`src/rtl/regfile_multiport.sv`:
```
// Parametrised integer register file: NUM_RD combinational read ports, one write port, r0 = 0,
// per-register busy scoreboard. Define REGFILE_BYPASS_EN for same-cycle write-through forwarding.
module regfile_multiport #(
  parameter int unsigned XLEN     = 32,
  parameter int unsigned NUM_REGS = 32,
  parameter int unsigned NUM_RD   = 2,
  parameter int unsigned AW       = $clog2(NUM_REGS)
) (
  input  logic                   clock,
  input  logic                   reset,
  input  logic [NUM_RD*AW-1:0]   addr_rs,
  output logic [NUM_RD*XLEN-1:0] data_rs,
  output logic [NUM_RD-1:0]      busy_rs,
  input  logic [AW-1:0]          addr_rd,
  input  logic [XLEN-1:0]        data_rd,
  input  logic                   write_enable,
  input  logic                   issue_valid,
  input  logic [AW-1:0]          issue_rd,
  output logic                   busy_any
);

  // Register 0 has no storage; entries and busy bits start at index 1.
  logic [XLEN-1:0]     mem_q [1:NUM_REGS-1];
  logic [NUM_REGS-1:1] busy_q, busy_d;
  logic [NUM_REGS-1:1] wr_hit, iss_hit;

  always_comb begin
    wr_hit  = '0;
    iss_hit = '0;
    for (int r = 1; r < NUM_REGS; r++) begin
      wr_hit[r]  = write_enable && (addr_rd == AW'(r));
      iss_hit[r] = issue_valid && (issue_rd == AW'(r));
    end
  end

  // A new producer outranks the retiring one on the same register.
  always_comb begin
    busy_d = busy_q;
    for (int r = 1; r < NUM_REGS; r++) begin
      if (iss_hit[r]) begin
        busy_d[r] = 1'b1;
      end else if (wr_hit[r]) begin
        busy_d[r] = 1'b0;
      end
    end
  end

  always_ff @(posedge clock or posedge reset) begin
    if (reset) begin
      for (int r = 1; r < NUM_REGS; r++) begin
        mem_q[r] <= '0;
      end
      busy_q <= '0;
    end else begin
      for (int r = 1; r < NUM_REGS; r++) begin
        if (wr_hit[r]) begin
          mem_q[r] <= data_rd;
        end
      end
      busy_q <= busy_d;
    end
  end

  always_comb begin
    data_rs = '0;
    busy_rs = '0;
    for (int k = 0; k < NUM_RD; k++) begin
      for (int r = 1; r < NUM_REGS; r++) begin
        if (addr_rs[k*AW +: AW] == AW'(r)) begin
          data_rs[k*XLEN +: XLEN] = mem_q[r];
          busy_rs[k]              = busy_q[r];
`ifdef REGFILE_BYPASS_EN
          if (wr_hit[r]) begin
            data_rs[k*XLEN +: XLEN] = data_rd;
            busy_rs[k]              = 1'b0;
          end
`endif
        end
      end
    end
  end

  assign busy_any = |busy_q;

endmodule

```
`config.mk`:
```
export PLATFORM = sky130hd
export DESIGN_NAME = regfile_multiport
export DESIGN_NICKNAME = d
export VERILOG_FILES = /design/src/rtl/regfile_multiport.sv
export SDC_FILE = /design/constraint.sdc
export NUM_CORES = 2
export LEC_CHECK = 0
export ABC_CLOCK_PERIOD_IN_PS = 81400
export CORE_ASPECT_RATIO = 1.5
export CORE_MARGIN = 5
export CORE_UTILIZATION = 35
export DETAILED_ROUTE_END_ITERATION = 6
export SYNTH_ARGS = -nofsm -noshare
export SYNTH_HDL_FRONTEND = slang
export SYNTH_SLANG_ARGS = --single-unit
```
`constraint.sdc`:
```
create_clock -name clock -period 81.4 [get_ports clock]
set_input_delay 20.35 -clock clock [delete_from_list [all_inputs] [get_ports clock]]
set_output_delay 20.35 -clock clock [all_outputs]
set_load 0.01 [all_outputs]
```
==> key figures <==
Status
  – Status: finished, violations left
  – Failing checks: DRC, capacitance limit, slew limit

Clock tree
  – Root buf cell: clkbuf_16
  – Clk sinks: ~1000
  – CTS tree: done
  – Post-CTS Resized: 0
  – TritonCTS Buffers: a little over 100
  – Post-CTS Setup Inserts: 0
  – Clock transition at path regs: roughly 60 ps
  – CTS Hold Bufs: 0
  – Worst skew pair latency: just over 700 ps
  – H-tree Lvls: 3
  – CTS max path bufs: 3

Critical path
  – Reg-to-Reg Start: busy_q[21]
  – R2R cell count: 2
  – CP Capture Type: output port
  – CP required: around 60000 ps
  – WS Path Type: primary input to output port
  – CP arrival: between 20000 and 30000 ps
  – Startpoint types: primary input
  – R2r setup slk: between 80000 and 90000 ps
  – Setup crit start: addr_rs[8]
  – Crit Path Max Fanout: 27

Logic synthesis
  – Dominant cells by area after synthesis: dfrtp_1 (45%), mux2_2 (21%), o21ai_0 (3.7%)
  – Yosys top cell area share: between 40% and 50%
  – Synth Cell Area: approximately 57000 sq um
  – Seq/Total Area, Yosys: about 45%
  – Flop and latch count out of synthesis: 1023
  – Ys async rst share: 100%
  – Synth area leader: dfrtp_1
  – Prevailing post-synth register cell: dfrtp_1
  – Distinct cells, synth: between 80 and 90
  – Syn Area/Cell: 10.5 sq um
  – Ys Warns: 0
  – Syn Nets: between 5000 and 6000
  – Synthesized instance count: roughly 5500
  – Number of synthesized flops with an enable pin: 0

Power and ir drop
  – PD cells: between 20 and 25 nW/um^2
  – LEAKAGE: 27.1 nW
  – Sequential share of power: approximately 46%
  – Comb pwr share: 20.0%
  – IR drop worst, VDD: ~0.000016 V
  – Switching share of power: 32.6%
  – NetSw: between 0.4 and 0.5 mW
  – Int Pwr: about 1.0 mW
  – Clock power frac: 33.8%

Timing
  – RSZ-0062 raised after global routing: false
  – Max_slew headroom: -4.38%
  – Final Setup Violations: 0
  – Max Slew Vio Count: 5
  – Fin Setup TNS: 0 ps
  – Max Clk Rate: between 20 and 25 MHz
  – Period utilisation layout: between 50% and 60%
  – Post-layout min period: 46210 ps
  – Fin Clk Skew: 0 ps
  – Worst slew pin tran: roughly 1600 ps
  – Final Hold Viols: 0

Die
  – Top-level I/O count: approximately 120
  – Rows: about 180
  – Core footprint: 164000 sq um
  – Die H: 506 um
  – Die ar.: 172000 sq um
  – Initial core utilization: 35.1%
  – Die width: 341 um

Finish
  – Layout area overhead: 12.7%
  – Util after Layout: about two fifths
  – Fin nets: approximately 5400
  – Most frequent cells in the layout: mux2_2 (1076), dfrtp_1 (1023), o21ai_0 (419)
  – Layout cells sized above 1: around 30%
  – Commonest non-fill, non-tap cell in the layout: mux2_2
  – Fill count: around 16000

Placement
  – Port bufs: around 120
  – Post-DP HPWL: 213 mm
  – RePlAce Congestion: roughly 1.0

Route
  – Final wirelength: around 310 mm
  – Residual DRC: 8
  – Via density per instance: 7.06
  – Wire per inst: ~41 um
  – Initial DRC count: 8611
  – Final ANT Viol Nets: 0
  – 1st-pass router iterations: 7
  – DR vias: approximately 54000

Global routing
  – Initial antenna violation count: 26
  – Number of global-route vias before repair: 51100
  – Largest net degree at the start of global routing: between 100 and 150
  – Global route total overflow: 0
  – Global-route wire length before repair: around 430 mm
  – Tot GR Track Use: a little over a third

Hold path
  – Hold Crit Depth: 1
  – Tightest Hold Check Type: flop to flop
  – Hold_sp: mem_q[231]

Flow run
  – Number of max-cap violations: 1
-- flip-flops by register name, indices dropped and copies added (netlist names) --
signal,cells
mem_q,992
busy_q,31
-- power by group through the flow --
stage	logic (mW)	registers [mW]	clock network (mW)
after floorplan	0.197	0.673	0
after CTS	0.297	0.704	0.520
final	0.308	0.709	0.519
after global placement	0.290	0.710	0
after detailed placement	0.296	0.713	0
after global routing	0.321	0.717	0.538
-- Yosys cell counts (17+ instances only) --
cell and count:
a211oi_1 51, a21o_1 28, a21oi_1 379, a221oi_1 81, a222oi_1 23, a22o_1 30
a22oi_1 158, a2bb2oi_1 17, a31oi_1 46, a32oi_1 22, and3_1 30, buf_1 59
buf_2 158, buf_4 17, clkbuf_1 304, dfrtp_1 1023, inv_1 21, mux2_2 1076
mux2i_1 130, mux4_2 19, nand2_1 264, nand2b_1 31, nand3_1 71, nor2_1 312
nor2b_1 35, nor3_1 53, o2111ai_1 17, o211ai_1 49, o21a_1 20, o21ai_0 419
o221ai_1 33, o22a_1 19, o22ai_1 216, o2bb2ai_1 20
-- critical path, cell delays in order --
cell and delay, ps:
buf_2 400, buf_4 640, and3b_2 380, buf_4 310, nor2_1 1150, o21ai_0 290, a221oi_1 390, o21ai_0 280
a31oi_1 590, o211ai_1 390, clkdlybuf4s50_1 580
-- final timing paths --
check | end
worst max-delay path | data_rs[35]
worst min-delay path | mem_q[231]
worst max register to register | busy_q[21]
worst min register to register | mem_q[231]
max in group asynchronous | mem_q[65]
min in group asynchronous | mem_q[917]
-- stage by stage --
step	power, mW	hold slack, ps	std cells	setup slack (ps)	area (sq um)
6_report	1.54	512	7613	35190	64700
3_5_place_dp	1.01	496	7406	35510	61100
3_3_place_gp	1.00	487	7406	35560	61100
5_1_grt	1.58	524	7598	35290	64700
4_1_cts	1.52	510	7596	35480	64700
2_1_floorplan	0.870	479	5470	32260	57400
-- logic make-up (layout without fill, tap and decap cells) --
group / count (synthesis) / in the layout / synth area share (%)
buf+inv: 564 / 574 / 4.17
other cells: 0 / 17 / 0
mux: 1225 / 1225 / 24.1
flops: 1023 / 1023 / 44.6
simple gates: 932 / 932 / 7.74
compound gates: 1726 / 1726 / 19.4
-- layout make-up --
class                      count  area, sq um  area share (%)
sequential                  1023        25600            39.6
inverter                      24         98.8           0.153
tap                         2116         2650            4.09
clock buffer                 147         3010            4.66
timing repair buffer         360         3020            4.67
multi-input combinational   3883        29800            46.0
clock inverter                43          528           0.816
antenna                       17         42.5          0.0657
-- layer usage --
layer	vias up	part of all wire [%]	global-route usage, %
li1	20500	-	-
met1	27200	36	42.6
met2	4508	42	51.9
met3	1489	11	10.0
met4	6	11	28.2
met5	-	0.013	0
No activity file was read; power rests on OpenSTA's default activity.
